--- src/rtl/cga_vram_arbiter.sv ---
// Shares the CGA/Tandy video RAM between display fetches (always first) and ISA CPU cycles.
// Optional CGA_SNOW_EN: CPU takes the RAM at once and corrupts disp_d, reproducing CGA snow.
module cga_vram_arbiter #(
  parameter int USE_BUS_WAIT = 1,
  parameter int MAX_WAIT     = 31,
  parameter int CPU_AW       = 15
) (
  input  logic              clk,
  input  logic              reset_l,
  input  logic              mem_cs,
  input  logic [CPU_AW-1:0] bus_a,
  input  logic [7:0]        bus_d,
  input  logic              bus_memr_l,
  input  logic              bus_memw_l,
  output logic              bus_rdy,
  output logic [7:0]        cpu_rd_data,
  input  logic [18:0]       disp_a,
  input  logic              disp_read,
  input  logic              isa_op_enable,
  output logic [18:0]       ram_a,
  output logic              ram_we_l,
  output logic [7:0]        ram_dout,
  input  logic [7:0]        ram_d,
  output logic [7:0]        disp_d,
  output logic [2:0]        o_dbg_state
);

  typedef enum logic [2:0] {
    S_IDLE      = 3'd0,
    S_WAIT_SLOT = 3'd1,
    S_ACCESS    = 3'd2,
    S_CAPTURE   = 3'd3,
    S_DONE      = 3'd4
  } state_t;

  state_t            r_state;
  state_t            w_state_next;
  logic              r_memr_s1, r_memr_s2;
  logic              r_memw_s1, r_memw_s2;
  logic [CPU_AW-1:0] r_addr;
  logic [7:0]        r_wdata;
  logic              r_is_wr;
  logic [4:0]        r_wait_cnt;
  logic              w_start;
  logic              w_req_act;
  logic              w_busy;
  logic              w_cpu_we;

  // Strobes come straight off the ISA bus; two flops before any decision.
  always_ff @(posedge clk or negedge reset_l) begin
    if (!reset_l) begin
      r_memr_s1 <= 1'b1;
      r_memr_s2 <= 1'b1;
      r_memw_s1 <= 1'b1;
      r_memw_s2 <= 1'b1;
    end else begin
      r_memr_s1 <= bus_memr_l;
      r_memr_s2 <= r_memr_s1;
      r_memw_s1 <= bus_memw_l;
      r_memw_s2 <= r_memw_s1;
    end
  end

  assign w_start   = (r_state == S_IDLE) && mem_cs && (!r_memr_s2 || !r_memw_s2);
  // The strobe that opened the cycle decides abort and completion.
  assign w_req_act = r_is_wr ? !r_memw_s2 : !r_memr_s2;
  assign w_busy    = (r_state == S_WAIT_SLOT) || (r_state == S_ACCESS) || (r_state == S_CAPTURE);
  assign w_cpu_we  = (r_state == S_ACCESS) && r_is_wr;

  always_ff @(posedge clk or negedge reset_l) begin
    if (!reset_l) begin
      r_state     <= S_IDLE;
      r_addr      <= '0;
      r_wdata     <= 8'h00;
      r_is_wr     <= 1'b0;
      r_wait_cnt  <= 5'd0;
      cpu_rd_data <= 8'h00;
    end else begin
      r_state <= w_state_next;
      if (w_start) begin
        r_addr  <= bus_a;
        r_wdata <= bus_d;
        r_is_wr <= !r_memw_s2;
      end
      if (r_state == S_WAIT_SLOT) begin
        if (r_wait_cnt != 5'h1f) r_wait_cnt <= r_wait_cnt + 5'd1;
      end else begin
        r_wait_cnt <= 5'd0;
      end
      if ((r_state == S_CAPTURE) && !r_is_wr) cpu_rd_data <= ram_d;
    end
  end

  always_comb begin
    w_state_next = r_state;
    case (r_state)
      S_IDLE:      if (w_start) w_state_next = S_WAIT_SLOT;
      S_WAIT_SLOT: begin
        if (!w_req_act) begin
          w_state_next = S_IDLE;
`ifdef CGA_SNOW_EN
        end else begin
          w_state_next = S_ACCESS;
`else
        end else if ((isa_op_enable || (r_wait_cnt == 5'(MAX_WAIT))) && !disp_read) begin
          w_state_next = S_ACCESS;
`endif
        end
      end
      S_ACCESS:    w_state_next = S_CAPTURE;
      S_CAPTURE:   w_state_next = S_DONE;
      S_DONE:      if (!w_req_act) w_state_next = S_IDLE;
      default:     w_state_next = S_IDLE;
    endcase
  end

  assign ram_a       = (r_state == S_ACCESS) ? {{(19-CPU_AW){1'b0}}, r_addr} : disp_a;
  assign ram_we_l    = !w_cpu_we;
  assign ram_dout    = w_cpu_we ? r_wdata : 8'h00;
  assign o_dbg_state = r_state;

  generate
    if (USE_BUS_WAIT != 0) begin : g_bus_wait
      assign bus_rdy = !(w_start || w_busy);
    end else begin : g_no_wait
      assign bus_rdy = 1'b1;
    end
  endgenerate

`ifdef CGA_SNOW_EN
  logic r_snow;

  // The display sampled the bus while the CPU drove it: it sees the CPU byte.
  always_ff @(posedge clk or negedge reset_l) begin
    if (!reset_l) r_snow <= 1'b0;
    else          r_snow <= (r_state == S_ACCESS) && disp_read;
  end

  assign disp_d = (r_snow && r_is_wr) ? r_wdata : ram_d;
`else
  assign disp_d = ram_d;
`endif

endmodule

--- config.mk ---
export PLATFORM = sky130hd
export DESIGN_NAME = cga_vram_arbiter
export DESIGN_NICKNAME = d
export VERILOG_FILES = /design/src/rtl/cga_vram_arbiter.sv
export SDC_FILE = /design/constraint.sdc
export NUM_CORES = 1
export LEC_CHECK = 0
export ABC_AREA = 1
export BUFFER_PORTS_ARGS = -buffer_cell sky130_fd_sc_hd__buf_2
export CORE_MARGIN = 8
export CORE_UTILIZATION = 46
export CTS_CLUSTER_DIAMETER = 100
export DETAILED_ROUTE_END_ITERATION = 16
export PLACE_DENSITY = 0.79
export SYNTH_ARGS = -nofsm -noshare
export SYNTH_HDL_FRONTEND = slang
export SYNTH_SLANG_ARGS = --single-unit
--- constraint.sdc ---
create_clock -name clk -period 1.8 [get_ports clk]
set_input_delay 0 -clock clk [delete_from_list [all_inputs] [get_ports clk]]
set_output_delay 0 -clock clk [all_outputs]
set_load 0.01 [all_outputs]
==> results of run 1 <==
sequential cells by signal, summed over array words and instances, names as in the netlist:
| register | flops |
|---|---|
| r_wait_cnt | 5 |
| r_memw_s2 | 1 |
| r_wdata | 8 |
| r_is_wr | 1 |
| r_addr | 15 |
| r_memw_s1 | 1 |
| r_memr_s1 | 1 |
| cpu_rd_data | 8 |
| o_dbg_state | 3 |
| r_memr_s2 | 1 |
worst max path at each step:
| stage | slack [ps] | cells after the start | endpoint |
|---|---|---|---|
| floorplan | 370 | 8 | r_wait_cnt[3] |
| global route | -100 | 6 | ram_dout[5] |
| detailed placement | 180 | 8 | r_wait_cnt[3] |
| finish | 60 | 7 | ram_a[9] |
| global placement | 310 | 8 | r_wait_cnt[3] |
| CTS | 20 | 7 | ram_a[9] |
tightest hold or removal path, stage by stage:
cell,delay [ps]
buf_2,80
o21bai_1,50
nand3_1,110
nand2_1,60
cell families (layout without fill, tap and decap cells):
| group | Yosys count | in the layout | share of synthesized area, % |
|---|---|---|---|
| AO/OA/AOI/OAI | 48 | 48 | 12.9 |
| adder cells (fa/ha/maj) | 2 | 2 | 1.13 |
| flip-flops | 44 | 44 | 50.1 |
| buffers and inverters | 62 | 196 | 13.7 |
| AND/OR/NAND/NOR | 107 | 107 | 22.2 |
layer usage:
metal  global-route usage, %  up-vias
met5                       0        -
met4                    4.62        0
met3                    5.21        4
met2                    30.1       61
met1                    18.1      974
li1                        -     1067
layout by cell type, fill, tap and decap left out:
master,count
buf_2,104
nand2_1,61
inv_1,41
dfrtp_1,40
dlygate4sd3_1,34
o21ai_0,24
nor2_1,15
nand3_1,12
o21ai_2,11
o21ai_1,6
nand2_2,6
clkbuf_8,6
nor3_1,5
a21oi_1,5
inv_2,4
buf_4,4
dfstp_2,4
nor2_4,3
nand2_4,2
ha_1,2
clkinvlp_4,2
o22ai_1,1
o21bai_1,1
nand4_1,1
nor3_4,1
nor2_2,1
buf_12,1
stage by stage:
step                total power, mW  util (%)  instances
floorplan                      2.72         -        263
global placement               3.16      57.8        409
detailed placement             3.22      57.8        409
CTS                            3.93      67.2        451
global route                   4.25      67.2        451
finish                         3.90      67.2        451
final cells by class:
cell class	count	share of cell area (%)
well taps	54	2.14
clock buffers	6	2.62
multi-input cells	157	25.5
inverters	45	5.36
clock inverters	2	0.476
repair buffers	143	28.9
flip-flops and latches	44	35.1
power by group through the flow:
stage                     Sequential [mW]  Combinational (mW)  Clock (mW)
final                                1.57                1.68       0.643
after global routing                 1.62                1.92       0.710
after CTS                            1.57                1.70       0.664
after detailed placement             1.58                1.64           0
after global placement               1.57                1.58           0
after floorplan                      1.61                1.10           0
repair_timing:
item	in CTS	in global routing
hold buffers	34	0
endpoints found under the hold margin	53	0
endpoints found under the setup margin	0	24
resized for setup	0	1
==> results.json, run 1 <==
{
  "hp-start": "isa_op_enable",
  "cp_max_fo": 30,
  "drc_errors": 0,
  "cts-root-buf": "clkbuf_8",
  "grt_setup_unrepaired": "true",
  "max-cap-violations": 0,
  "yosys-top-cells-count": "nand2_1 (61), inv_1 (41), dfrtp_1 (40)",
  "tns_ps": 0,
  "p_leak_nw": 1.70,
  "finalSetupViolCount": 0,
  "wl_met1_um": 2290,
  "yosysUniqueCellTypes": 26,
  "dp_hpwl_um": 4080,
  "finalCriticalPeriod_ps": 1740,
  "reg2reg_depth": 8,
  "synth_top_flop_cell": "dfrtp_1",
  "htreeDepth": 2,
  "drive_gt1_share_pct": 37.5,
  "pwr-share-seq_pct": 40.3,
  "fmax_mhz": 576,
  "cts_tree": "built",
  "wire_per_inst_um": 13.0,
  "post-route-period-util_pct": 96.5,
  "crit_chain": "inv_2, nand2_4, nor2_4, inv_2, nand2_1, o21ai_1, buf_2",
  "syn_inst": 263,
  "synth_nets": 322,
  "gr-total-overflow": 0,
  "async_reset_ff_share_pct": 100,
  "cp-start-kind": "register",
  "setup_ws_ps": 63.5,
  "status": "complete, no violations",
  "synth_top_cell_by_area": "dfrtp_1",
  "avgSynthCellArea_um2": 8.40,
  "crit_start": "o_dbg_state[2]",
  "swShare_pct": 39.2,
  "multiInputGateArea_um2": 803,
  "insertion_delay_ps": 290,
  "clockPowerShare_pct": 16.5,
  "fin_skew_ps": 3.93,
  "synth_top_area_share_pct": 45.3,
  "critPathSlowestCell": "dfrtp_1",
  "power_density_nw_per_um2": 1240,
  "ant_nets": 0,
  "clk_path_buf_depth": 2,
  "io_pins": 105,
  "fillCellCount": 379,
  "placed_area_um2": 2710,
  "n_antenna_cell": 0,
  "first_pass_iters": 4,
  "synth.area.top_cells": "dfrtp_1 (45%), nand2_1 (10%), inv_1 (7.0%), o21ai_0 (5.4%), dfstp_2 (4.8%)",
  "post-cts-setup-buffer-count": 0,
  "die_x_um": 85.3,
  "seq_area_um2": 1110,
  "globalplace.congestion": 0.761,
  "internal_power_mw": 2.37,
  "antenna_found_initial": 0,
  "crit_path_end_kind": "output port",
  "clock-sinks": 44,
  "dieArea_um2": 7270,
  "via_per_inst": 4.67,
  "topRoutingLayerUsed": "met4",
  "met3_wirelength_um": 406,
  "area_growth_pct": 42.8,
  "start_util_pct": 47.1,
  "grt_usage_pct": 16.6,
  "p_comb_share_pct": 43.2,
  "synth_seq_cells": 44,
  "hold_path_class": "input port to register",
  "yosys_warnings": 0,
  "dp_slack_ps": 180,
  "crit_path_frequent_cell": "inv_2",
  "clk_pin_slew_ps": 80,
  "r2r-start": "r_wait_cnt[0]",
  "cp.required_ps": 1800,
  "slowest_delay_ps": 490,
  "cts-buffers-inserted": 5,
  "seq_area_frac_synth_pct": 50.1,
  "placementRows": 25,
  "min_to": "o_dbg_state[0]",
  "wl_um": 5860,
  "hold_ws_ps": 37.2,
  "worstSetupPathType": "register to output port",
  "synth_area_um2": 2210,
  "ir_drop_mv": 0.813,
  "cpLargestDelayFamily": "buffers and inverters",
  "hold_viol_final": 0,
  "grt_pass1_vias": 2159,
  "switchingPower_mw": 1.53,
  "drt-initial-drc-count": 76,
  "die_h_um": 85.3,
  "drv_slew": 0,
  "nNetsFinal": 455,
  "relSlewSlack_pct": 67.1,
  "path_buf_inv": 3,
  "portBuffers": 104,
  "synth-edff-count": 0,
  "worst_slew_pin_slew_ps": 489,
  "route.met2.wl_um": 3120,
  "r2r_setup_slack_ps": 190,
  "yosysMostFrequentCell": "nand2_1",
  "arrival_ps": 1740,
  "hold_depth": 4,
  "grt_pass1_wl_um": 9850,
  "grt_max_degree": 49,
  "fin_area_um2": 3150,
  "r2r_end": "r_wait_cnt[3]",
  "fp.coreArea_um2": 4690,
  "vias": 2106
}
Note: power is estimated with default switching activity, not from simulation.
==> run 2: changes to the inputs <==
--- a/config.mk
+++ b/config.mk
@@ -8,10 +8,11 @@
 export ABC_AREA = 1
 export BUFFER_PORTS_ARGS = -buffer_cell sky130_fd_sc_hd__buf_2
 export CORE_MARGIN = 8
-export CORE_UTILIZATION = 46
+export CORE_UTILIZATION = 48
+export CTS_BUF_LIST = sky130_fd_sc_hd__clkbuf_2 sky130_fd_sc_hd__clkbuf_4 sky130_fd_sc_hd__clkbuf_8
 export CTS_CLUSTER_DIAMETER = 100
 export DETAILED_ROUTE_END_ITERATION = 16
-export PLACE_DENSITY = 0.79
+export PLACE_DENSITY = 0.82
 export SYNTH_ARGS = -nofsm -noshare
 export SYNTH_HDL_FRONTEND = slang
 export SYNTH_SLANG_ARGS = --single-unit
==> run 2 against run 1 <==
Critical path depth fell by 1. Hold slack improved by 21 ps. Count of clock-buffer cells in the layout unchanged. Routed wire length grew 5.2%. Largest cell class unchanged. Die area decreased by 3.4%.
==> results.json, run 2 (same netlist as run 1, synthesis figures left out) <==
{
  "grt_max_degree": 49,
  "top_regs": "r_addr (15), cpu_rd_data (8), r_wdata (8)",
  "dp_hpwl_um": 4140,
  "drv_slew": 0,
  "p_comb_share_pct": 42.1,
  "cp_max_fo": 30,
  "post-cts-setup-buffer-count": 0,
  "wl_um": 6170,
  "cp-start-kind": "register",
  "ir_drop_mv": 0.777,
  "placementRows": 24,
  "placed_area_um2": 2700,
  "first_pass_iters": 4,
  "finalCriticalPeriod_ps": 1690,
  "clk_path_buf_depth": 2,
  "r2r_setup_slack_ps": 210,
  "globalplace.congestion": 0.780,
  "htreeDepth": 2,
  "antenna_found_initial": 0,
  "largest_register_ffs": 15,
  "swShare_pct": 38.4,
  "area_growth_pct": 42.8,
  "hp-start": "isa_op_enable",
  "drt-initial-drc-count": 70,
  "hold_depth": 4,
  "power_density_nw_per_um2": 1270,
  "hold_path_class": "input port to register",
  "fmax_mhz": 590,
  "r2r-start": "r_wait_cnt[0]",
  "finalPower_mw": 4.02,
  "grt_pass1_vias": 2221,
  "nNetsFinal": 453,
  "internal_power_mw": 2.48,
  "setup_ws_ps": 106,
  "dp_slack_ps": 220,
  "cp.required_ps": 1800,
  "pwr-share-seq_pct": 39.3,
  "r2r_end": "r_wait_cnt[3]",
  "io_pins": 105,
  "fin_skew_ps": 4.03,
  "relSlewSlack_pct": 63.2,
  "gr-total-overflow": 0,
  "insertion_delay_ps": 290,
  "post-route-util_pct": 71.9,
  "start_util_pct": 50.4,
  "final_cells": 447,
  "worst_slew_pin_slew_ps": 552,
  "numPlacedInstances": 405,
  "portBuffers": 104,
  "status": "complete, no violations",
  "cpLargestDelayFamily": "buffers and inverters",
  "p_leak_nw": 1.71,
  "ant_nets": 0,
  "cts_tree": "built",
  "clk_pin_slew_ps": 80,
  "clock-sinks": 44,
  "die_x_um": 83.8,
  "cts-buffers-inserted": 5,
  "grt_pass1_wl_um": 10100,
  "critPathSlowestCell": "dfrtp_1",
  "crit_path_end_kind": "output port",
  "grt_usage_pct": 17.2,
  "slowest_delay_ps": 420,
  "fin_area_um2": 3150,
  "grt_setup_unrepaired": "true",
  "top_register": "r_addr",
  "hold_viol_final": 0,
  "dieArea_um2": 7030,
  "wire_per_inst_um": 13.8,
  "fp.coreArea_um2": 4380,
  "switchingPower_mw": 1.54,
  "post-route-period-util_pct": 94.1,
  "cts-root-buf": "clkbuf_8",
  "finalSetupViolCount": 0,
  "die_h_um": 83.8,
  "via_per_inst": 4.79,
  "max-cap-violations": 0,
  "reg2reg_depth": 8,
  "n_antenna_cell": 0,
  "vias": 2139,
  "worstSetupPathType": "register to output port",
  "min_to": "o_dbg_state[0]",
  "clockPowerShare_pct": 18.6,
  "drc_errors": 0,
  "final_common_cell": "buf_2",
  "drive_gt1_share_pct": 37.2,
  "path_buf_inv": 3,
  "crit_chain": "inv_2, nand2_4, nor2_4, inv_4, o21ai_0, buf_2",
  "arrival_ps": 1690,
  "mostFrequentLayoutCells": "buf_2 (104), nand2_1 (60), inv_1 (41), dfrtp_1 (40), dlygate4sd3_1 (34)"
}
run 2: area by class of cell:
class | count | area (um^2)
inverter | 45 | 171
clock inverter | 2 | 35.0
clock buffer | 6 | 76.3
fill | 321 | 1230
multi-input combinational | 157 | 803
sequential | 44 | 1110
timing repair buffer | 141 | 896
tap | 52 | 65.1
run 2: through the flow:
| stage | setup TNS [ps] | hold slack [ps] |
|---|---|---|
| 2_1_floorplan | 0 | -296 |
| 3_3_place_gp | 0 | 106 |
| 3_5_place_dp | 0 | 106 |
| 4_1_cts | 0 | 62.4 |
| 5_1_grt | -27.0 | 70.5 |
| 6_report | 0 | 58.3 |
run 2: worst max-delay path by stage:
| stage | from | to | cells after the start |
|---|---|---|---|
| 2_1_floorplan | r_wait_cnt[0] | r_wait_cnt[3] | 8 |
| 6_report | o_dbg_state[0] | ram_a[10] | 6 |
| 5_1_grt | o_dbg_state[0] | ram_a[12] | 6 |
| 3_5_place_dp | r_wait_cnt[0] | o_dbg_state[0] | 8 |
| 3_3_place_gp | r_wait_cnt[0] | r_wait_cnt[3] | 8 |
| 4_1_cts | o_dbg_state[0] | ram_dout[5] | 6 |
run 2: power groups by stage:
stage	logic, mW	registers [mW]	clock network, mW
floorplan	1.10	1.61	0
global placement	1.57	1.57	0
detailed placement	1.64	1.58	0
CTS	1.70	1.57	0.757
global route	1.92	1.62	0.806
finish	1.69	1.58	0.748
run 2: worst reg2reg max path, delay by kind of cell, from the launching register on:
kind | cells | cell delay [ps]
simple gates | 3 | 320
compound gates | 2 | 210
buf+inv | 1 | 80
fa+ha+maj | 2 | 480
flops | 1 | 400
run 2: repair_timing:
| action | 4_1_cts | 5_1_grt |
|---|---|---|
| endpoints found under the setup margin | 0 | 19 |
| hold buffers | 34 | 0 |
| gates resized for setup | 0 | 3 |
| endpoints found under the hold margin | 73 | 0 |
run 2: layer usage:
metal | track usage (%) | up-vias | routed length [um]
li1 | - | 1071 | -
met1 | 16.6 | 990 | 2360
met2 | 32.4 | 68 | 3360
met3 | 5.57 | 10 | 341
met4 | 6.75 | 0 | 110
met5 | 0 | - | 0
